[config.mk]
export PLATFORM = sky130hd
export DESIGN_NAME = idma_burst_sched
export DESIGN_NICKNAME = d
export VERILOG_FILES = /design/src/rtl/idma_pkg.sv /design/src/rtl/idma_ostd_cnt.sv /design/src/rtl/idma_burst_sched.sv
export SDC_FILE = /design/constraint.sdc
export NUM_CORES = 1
export LEC_CHECK = 0
export BUFFER_PORTS_ARGS = -buffer_cell sky130_fd_sc_hd__buf_2
export CAP_MARGIN = 5
export CORE_MARGIN = 8
export CORE_UTILIZATION = 40
export CTS_BUF_LIST = sky130_fd_sc_hd__clkbuf_8
export DETAILED_ROUTE_END_ITERATION = 7
export GPL_TIMING_DRIVEN = 0
export PLACE_DENSITY_LB_ADDON = 0.08
export SLEW_MARGIN = 20
export SYNTH_ARGS = -nofsm -noshare
export SYNTH_HDL_FRONTEND = slang
export SYNTH_HIERARCHICAL = 1
export SYNTH_SLANG_ARGS = --single-unit
[constraint.sdc]
create_clock -name aclk -period 4.6 [get_ports aclk]
set_clock_uncertainty 0.2 [all_clocks]
set_input_delay 0.46 -clock aclk [delete_from_list [all_inputs] [get_ports aclk]]
set_output_delay 0.46 -clock aclk [all_outputs]
set_load 0.1 [all_outputs]
[src/rtl/idma_pkg.sv]
// Shared types and constants for the iDMA burst scheduler.
package idma_pkg;

  localparam int unsigned BEAT_SHIFT = 5;
  localparam int unsigned AXLEN_W    = 4;

  typedef enum logic [1:0] {IDLE, ISSUE, DRAIN} sched_st_e;

  // AXLEN for the next burst: min(max_len, remaining-1); remaining is never 0 here.
  function automatic logic [AXLEN_W-1:0] burst_len(input logic [AXLEN_W-1:0] max_len,
                                                  input logic [15:0]         remaining);
    logic [15:0] last;
    last = remaining - 16'd1;
    if (last < 16'(max_len)) begin
      return last[AXLEN_W-1:0];
    end
    return max_len;
  endfunction

endpackage

[src/rtl/idma_ostd_cnt.sv]
// Saturating up/down counter of logical bursts in flight.
module idma_ostd_cnt #(
  parameter int unsigned MAX = 4,
  parameter int unsigned W   = 4
) (
  input  logic         clk_i,
  input  logic         rst_i,
  input  logic         inc_i,
  input  logic         dec_i,
  output logic [W-1:0] cnt_o,
  output logic         full_o,
  output logic         empty_o,
  output logic         underflow_o
);

  logic [W-1:0] cnt_q, cnt_d;

  assign cnt_o   = cnt_q;
  assign full_o  = (cnt_q == W'(MAX));
  assign empty_o = (cnt_q == '0);

  always_comb begin
    cnt_d       = cnt_q;
    underflow_o = 1'b0;
    case ({inc_i, dec_i})
      2'b10: if (!full_o) cnt_d = cnt_q + W'(1);
      2'b01: begin
        if (empty_o) underflow_o = 1'b1;
        else         cnt_d       = cnt_q - W'(1);
      end
      default: cnt_d = cnt_q;
    endcase
  end

  always_ff @(posedge clk_i) begin
    if (rst_i) cnt_q <= '0;
    else       cnt_q <= cnt_d;
  end

endmodule

[src/rtl/idma_burst_sched.sv]
// Splits one DMA descriptor into logical bursts of up to 16 x 32-byte beats,
// caps bursts in flight and signals completion once every data phase is done.
module idma_burst_sched
  import idma_pkg::*;
#(
  parameter int unsigned MAX_OSTD = 4,
  parameter int unsigned OSTD_W   = 4
) (
  input  logic               aclk,
  input  logic               areset,
  input  logic               cfg_start_valid,
  output logic               cfg_start_ready,
  input  logic [31:0]        cfg_addr,
  input  logic [15:0]        cfg_beats,
  input  logic [AXLEN_W-1:0] cfg_max_len,
  input  logic               cfg_abort,
  output logic               dma_trans_burst_avalid,
  output logic [31:0]        dma_trans_burst_addr,
  output logic [AXLEN_W-1:0] dma_trans_burst_len,
  input  logic               dma_xaddr_burst_ok,
  input  logic               burst_data_done,
  output logic               sched_busy,
  output logic               sched_done,
  output logic               sched_err
);

  sched_st_e          state_q, state_d;
  logic               avalid_q, avalid_d;
  logic [31:0]        addr_q, addr_d;
  logic [AXLEN_W-1:0] len_q, len_d;
  logic [AXLEN_W-1:0] max_len_q, max_len_d;
  logic [15:0]        rem_q, rem_d;
  logic               err_q, err_d;

  logic               ostd_inc, ostd_full, ostd_empty, ostd_underflow;
  logic [OSTD_W-1:0]  ostd_cnt;
  logic [AXLEN_W:0]   acc_beats;

  // An ok without a pending request is not a real acceptance.
  assign ostd_inc  = dma_xaddr_burst_ok & avalid_q;
  assign acc_beats = {1'b0, len_q} + (AXLEN_W+1)'(1);

  idma_ostd_cnt #(
    .MAX (MAX_OSTD),
    .W   (OSTD_W)
  ) u_ostd_cnt (
    .clk_i       (aclk),
    .rst_i       (areset),
    .inc_i       (ostd_inc),
    .dec_i       (burst_data_done),
    .cnt_o       (ostd_cnt),
    .full_o      (ostd_full),
    .empty_o     (ostd_empty),
    .underflow_o (ostd_underflow)
  );

  always_comb begin
    state_d         = state_q;
    avalid_d        = avalid_q;
    addr_d          = addr_q;
    len_d           = len_q;
    max_len_d       = max_len_q;
    rem_d           = rem_q;
    err_d           = err_q | ostd_underflow;
    cfg_start_ready = (state_q == IDLE);
    sched_done      = 1'b0;

    unique case (state_q)
      IDLE: begin
        if (cfg_start_valid) begin
          addr_d    = {cfg_addr[31:BEAT_SHIFT], {BEAT_SHIFT{1'b0}}};
          rem_d     = cfg_beats;
          max_len_d = cfg_max_len;
          if (cfg_beats != 16'd0) begin
            state_d = ISSUE;
            if (!ostd_full) begin
              len_d    = burst_len(cfg_max_len, cfg_beats);
              avalid_d = 1'b1;
            end
          end else begin
            state_d = DRAIN;
          end
        end
      end
      ISSUE: begin
        if (avalid_q) begin
          // A held request is always finished, even under abort or a full cap.
          if (dma_xaddr_burst_ok) begin
            avalid_d = 1'b0;
            addr_d   = addr_q + (32'(acc_beats) << BEAT_SHIFT);
            rem_d    = rem_q - 16'(acc_beats);
            if (rem_d == 16'd0 || cfg_abort) state_d = DRAIN;
          end
        end else if (cfg_abort) begin
          state_d = DRAIN;
        end else if (!ostd_full) begin
          len_d    = burst_len(max_len_q, rem_q);
          avalid_d = 1'b1;
        end
      end
      DRAIN: begin
        if (ostd_empty) begin
          sched_done = 1'b1;
          state_d    = IDLE;
        end
      end
      default: state_d = IDLE;
    endcase
  end

  always_ff @(posedge aclk) begin
    if (areset) begin
      state_q   <= IDLE;
      avalid_q  <= 1'b0;
      addr_q    <= '0;
      len_q     <= '0;
      max_len_q <= '0;
      rem_q     <= '0;
      err_q     <= 1'b0;
    end else begin
      state_q   <= state_d;
      avalid_q  <= avalid_d;
      addr_q    <= addr_d;
      len_q     <= len_d;
      max_len_q <= max_len_d;
      rem_q     <= rem_d;
      err_q     <= err_d;
    end
  end

  assign dma_trans_burst_avalid = avalid_q;
  assign dma_trans_burst_addr   = addr_q;
  assign dma_trans_burst_len    = len_q;
  assign sched_busy             = (state_q != IDLE);
  assign sched_err              = err_q;

endmodule

# After elaboration in Yosys (flattened, before gate mapping)

Index checks and enable logic that the tools add are counted.

Word-level logic and storage cells: 103
Output and inout bits: 41
Bits of input ports: 58
Bits in registers: 64

Equal/unequal tests: 19
Bitwise logic cells: 2
$add $sub $neg: 7
Magnitude comparators: 2
Mux-type cells: 51
Reduce and logical (&&, ||, !) cells: 14

Operator list:

| operator                                            | count |
|---|---|
| two-way mux 32 bit                                  | 3 |
| one-hot mux 32 bit (2 select lines)                 | 1 |
| two-way mux 16 bit                                  | 3 |
| two-way mux 4 bit                                   | 12 |
| adder 32 x 10 -> 32 bit                             | 1 |
| < comparator 16 x 4 -> 1 bit                        | 2 |
| one-hot mux 16 bit (2 select lines)                 | 1 |
| subtractor 16 x 1 -> 16 bit (second input constant) | 2 |
| two-way mux 1 bit                                   | 20 |
| inequality test 2 bit (second input constant)       | 10 |
| logical NOT 16 bit                                  | 1 |
| one-hot mux 4 bit (2 select lines)                  | 2 |
| nonzero test 16 bit                                 | 1 |
| subtractor 16 x 5 -> 16 bit                         | 1 |
| two-way mux 2 bit                                   | 7 |
| inequality test 3 bit (second input constant)       | 3 |
| AND reduction 4 bit                                 | 2 |
| AND reduction 7 bit                                 | 1 |
| one-hot mux 2 bit (3 select lines)                  | 1 |
| nonzero test 2 bit                                  | 3 |
| adder 4 x 1 -> 5 bit (second input constant)        | 1 |
| AND reduction 5 bit                                 | 1 |
| adder 4 x 1 -> 4 bit (second input constant)        | 1 |
| == test 2 x 1 -> 1 bit (second input constant)      | 2 |
| other kinds (12)                                    | 13 |

# Depth between registers and ports, before layout

Depth after elaboration: 12
Gate-level depth with buffers: 11

# Modules after synthesis

Netlist, hierarchy kept.

By module, submodules not included:

| module           | area an instance (sq um) | times used | cells an instance |
|---|---|---|---|
| idma_burst_sched | 4,230.3                  | 1          | 569 |
| idma_ostd_cnt    | 274.0                    | 1          | 32 |

# Worst setup path after synthesis

OpenSTA, ideal clock, no wires.

Path kind: register to register
Start point: reg state_q[1]
End point: reg state_q[1]
Arrival time: 3.173 ns
Setup slack: 1.098 ns
Buffers on the path: 1
Required time: 4.271 ns
Library setup time: 0.129 ns
Clock period less this slack: 3.502 ns
Cell stages (with the launch flop): 7
Cell sequence: dfxtp_1 > clkbuf_1 > nor2_1 > inv_1 > a21o_1 > nand3_1 > nor3_1

Word-level cells in the longest chain between the ends: 3
Elaborated cells between the ends (all ways): 10
Those cells by class: 7 x eq/ne; 1 x mux; 2 x reduce/logical

RTL lines:

| item                            | line                    | RTL |
|---|---|---|
| from (decl)                     | idma_burst_sched.sv:27  | `sched_st_e state_q, state_d;` |
| from (signal assigned)          | idma_burst_sched.sv:121 | `state_q <= state_d;` |
| logical NOT 2 bit *             | --                      |  |
| via cfg_start_ready             | idma_burst_sched.sv:12  | `output logic cfg_start_ready,` |
| inequality test 2 bit (no line) | --                      |  |
| AND reduction 5 bit (no line)   | --                      |  |

Mark *: on every way through the listed nets, which the timed path passes. The rest lies on a longest branch.
A chain may end at the register's enable or synchronous reset.

# Worst setup path after layout

Start point: reg len_q[0], in the netlist dma_trans_burst_len[0]
End point: reg addr_q[20], in the netlist dma_trans_burst_addr[20]

Word-level cells in the longest chain between the ends: 5

RTL lines:

| item                                | line                    | RTL |
|---|---|---|
| from (decl)                         | idma_burst_sched.sv:30  | `logic [AXLEN_W-1:0] len_q, len_d;` |
| from (signal assigned)              | idma_burst_sched.sv:124 | `len_q <= len_d;` |
| adder 4 x 1 -> 5 bit                | idma_burst_sched.sv:41  | `assign acc_beats = {1'b0, len_q} + (AXLEN_W+1)'(1);` |
| adder 32 x 10 -> 32 bit             | idma_burst_sched.sv:90  | `addr_d = addr_q + (32'(acc_beats) << BEAT_SHIFT);` |
| two-way mux 32 bit                  | idma_burst_sched.sv:88  | `if (dma_xaddr_burst_ok) begin` |
| two-way mux 32 bit                  | idma_burst_sched.sv:86  | `if (avalid_q) begin` |
| one-hot mux 32 bit (2 select lines) | idma_burst_sched.sv:68  | `unique case (state_q)` |
| to (signal assigned)                | idma_burst_sched.sv:123 | `addr_q <= addr_d;` |
| to (decl)                           | idma_burst_sched.sv:29  | `logic [31:0] addr_q, addr_d;` |

No other way between the ends. The select of a mux whose other input is x is not followed.

==> flow_summary.yaml <==
floorplan:
  rows: 38
  ios: 99
  core_mm2: 0.0109
  die_h_um: 122
  die_area_mm2: 0.0149
  initial_core_util: 0.412
  fp.dieW_um: 122
layout:
  layout_commonest_cell: "buf_2"
  final_cell_mix: "89 x buf_2, 65 x nand2_1, 59 x dfxtp_1"
  num-fill-cells: 1140
  drive_gt1_frac: 0.184
  nNetsFinal: 783
  diodes: 0
  stdcell_count: 848
  final_cell_area_mm2: 0.00530
  area_delta_synth_final_pct: 17.7
setup_path:
  worstReg2RegStart: "dma_trans_burst_len[0]"
  end_kind: "flop"
  cp_top_family: "compound AO/OA/AOI/OAI gates"
  critical_path_buf_inv_count: 0
  critPathLaunchType: "flop"
  crit_fanout: 6
  worstPathRequired_ps: 4620
  slowest_stage: "o21ai_0"
  worstPathCellList: "ha_1 -> xor2_1 -> ha_1 -> o21ai_0 -> o21ai_0 -> nand2_1 -> o21ai_0 -> a21oi_1 -> a2111oi_0"
  critPathMaxStageDelay_ps: 570
  cp.depth: 9
  cp_common_cell: "o21ai_0"
  crit_type: "reg -> reg"
  worstPathArrival_ps: 3240
  r2r_slack_ps: 1380
  r2r_cells: 9
  r2r-end: "dma_trans_burst_addr[20]"
yosys:
  seq_area_frac_synth: 0.262
  synth_edf_count: 0
  syn_area_mm2: 0.00450
  avgSynthCellArea_um2: 7.49
  synth_seq_cells: 59
  yosys.area_share.simple: 0.278
  synth_top_family_by_area: "compound AO/OA/AOI/OAI gates"
  synthFlopType: "dfxtp_1"
  async_flop_share: 0
  yosysUniqueCellTypes: 72
  synthMuxAreaShare: 0.0169
  synth-warning-count: 6
  synth_compound_area_frac: 0.279
  synth_fa_ha_area_frac: 0.0644
  syn_inst: 601
  synth_xor_area_frac: 0.0408
clock_tree:
  clock_path_buffers: 2
  post-cts-setup-buffers: 0
  cts_tree: "built"
  h-tree-depth: 3
  cts_resized: 0
  cts-root-buf: "clkbuf_8"
  cts_hold_buf: 0
  clk_pin_slew_ps: 70
  cts_buffers: 9
  clk_latency_ps: 350
  clock_sinks: 59
grt:
  overflow: 0
  grt_pass1_vias: 5041
  grt_pass1_wl_mm: 27.0
  antenna_found_initial: 0
  grt_usage: 0.229
  grt_max_degree: 11
sta:
  finalSetupViolCount: 0
  slew-limit-headroom: 0.434
  rsz0062_at_grt: "false"
  worst_pin_slew_ps: 850
  period_needed_ps: 3220
  setup-tns-final_ps: 0
  max_clock_freq_mhz: 311
  hold_viol_final: 0
  fin_crit_sh: 0.700
  drv_slew: 0
min_path:
  hold_end: "u_ostd_cnt/cnt_o[0]"
  hold_class: "in -> reg"
  worstHoldStart: "areset"
  hold_depth: 2
placed_design:
  io_buffers: 87
  gp_congestion: 0.930
  dp_cells: 832
  hpwlAfterDp_mm: 12.6
  placed_area_mm2: 0.00513
pwr:
  internal-power_w: 0.00154
  power.total_w: 0.00372
  power_density_mw_per_mm2: 702
  p_sw_frac: 0.587
  ir_drop_v: 0.000363
  comb_power_share: 0.655
  p_seq_frac: 0.227
  clockPowerShare: 0.118
  switchingPower_w: 0.00218
  p_leak_nw: 2.15
drt:
  routedWlPerCell_um: 19.9
  routed_wl_mm: 16.9
  drcViolationCount: 0
  drt_iter0_drc: 413
  viasPerCell: 6.01
  vias: 5098
  antenna_left: 0
  first_pass_iters: 6
status:
  status: "complete, no violations"
job:
  drv_cap: 0
[how the worst max path moves through the flow]
stage | startpoint | endpoint
floorplan | state_q[1] | state_q[1]
global placement | cfg_beats[0] | dma_trans_burst_len[3]
detailed placement | cfg_beats[0] | dma_trans_burst_len[3]
CTS | dma_trans_burst_len[0] | dma_trans_burst_addr[29]
global route | dma_trans_burst_len[0] | dma_trans_burst_addr[20]
finish | dma_trans_burst_len[0] | dma_trans_burst_addr[20]
[cell families (layout without fill, tap and decap cells)]
family	count (synthesis)	after routing
AO/OA/AOI/OAI	184	184
other	1	5
XOR/XNOR	21	21
adder cells (fa/ha/maj)	22	22
buffers and inverters	62	165
AND/OR/NAND/NOR	245	245
flip-flops	59	59
multiplexers	7	7
[per-stage QoR]
stage / utilization / worst slack (ps) / hold WS, ps
detailed placement: 0.469 / 1340 / 265
floorplan: - / 1100 / 236
global placement: 0.469 / 1410 / 247
finish: 0.485 / 1380 / 137
global route: 0.485 / 1080 / 140
CTS: 0.485 / 1400 / 127
[power by group through the flow]
stage	Clock [W]	Combinational, W	Sequential [W]
CTS	0.000442	0.00242	0.000841
global placement	0	0.00238	0.000846
detailed placement	0	0.00241	0.000853
floorplan	0	0.00129	0.00139
finish	0.000438	0.00244	0.000845
global route	0.000468	0.00264	0.000874
[registers in the layout, indices dropped and copies added (netlist names)]
signal                  count
max_len_q                   4
state_q                     2
dma_trans_burst_len         4
dma_trans_burst_addr       27
rem_q                      16
sched_err                   1
u_ostd_cnt/cnt_o            4
dma_trans_burst_avalid      1
[cell type report]
class / count / area (µm²) / share of cell area
tap: 140 / 175 / 0.0330
timing repair buffer: 87 / 435 / 0.0821
clock inverter: 5 / 21.3 / 0.00401
buffer: 37 / 165 / 0.0311
clock buffer: 11 / 151 / 0.0286
multi-input combinational: 484 / 3080 / 0.581
inverter: 25 / 93.8 / 0.0177
sequential: 59 / 1180 / 0.223
[synthesized netlist by cell type, types with 10 or more instances]
master    count  area, µm²
and3_1       12       75.1
dfxtp_1      59       1180
a211oi_1     20        150
o31ai_1      10       75.1
a22oi_1      10       75.1
o22ai_1      10       62.6
xnor2_1      11       96.3
nand3_1      22        110
o21ai_0      26        130
xor2_1       10       87.6
nor2_1       58        218
nor3_1       22        110
nor4_1       16        100
nand2_1      65        244
a21oi_1      43        215
inv_1        24       90.1
clkbuf_1     23       86.3
ha_1         20        250
[per-layer routing]
metal  track usage  routed length (µm)
met1         0.293                7410
met4        0.0937                 397
met5             0                   0
met3        0.0514                1300
met2         0.367                7750
(Power assumes the default switching activity.)
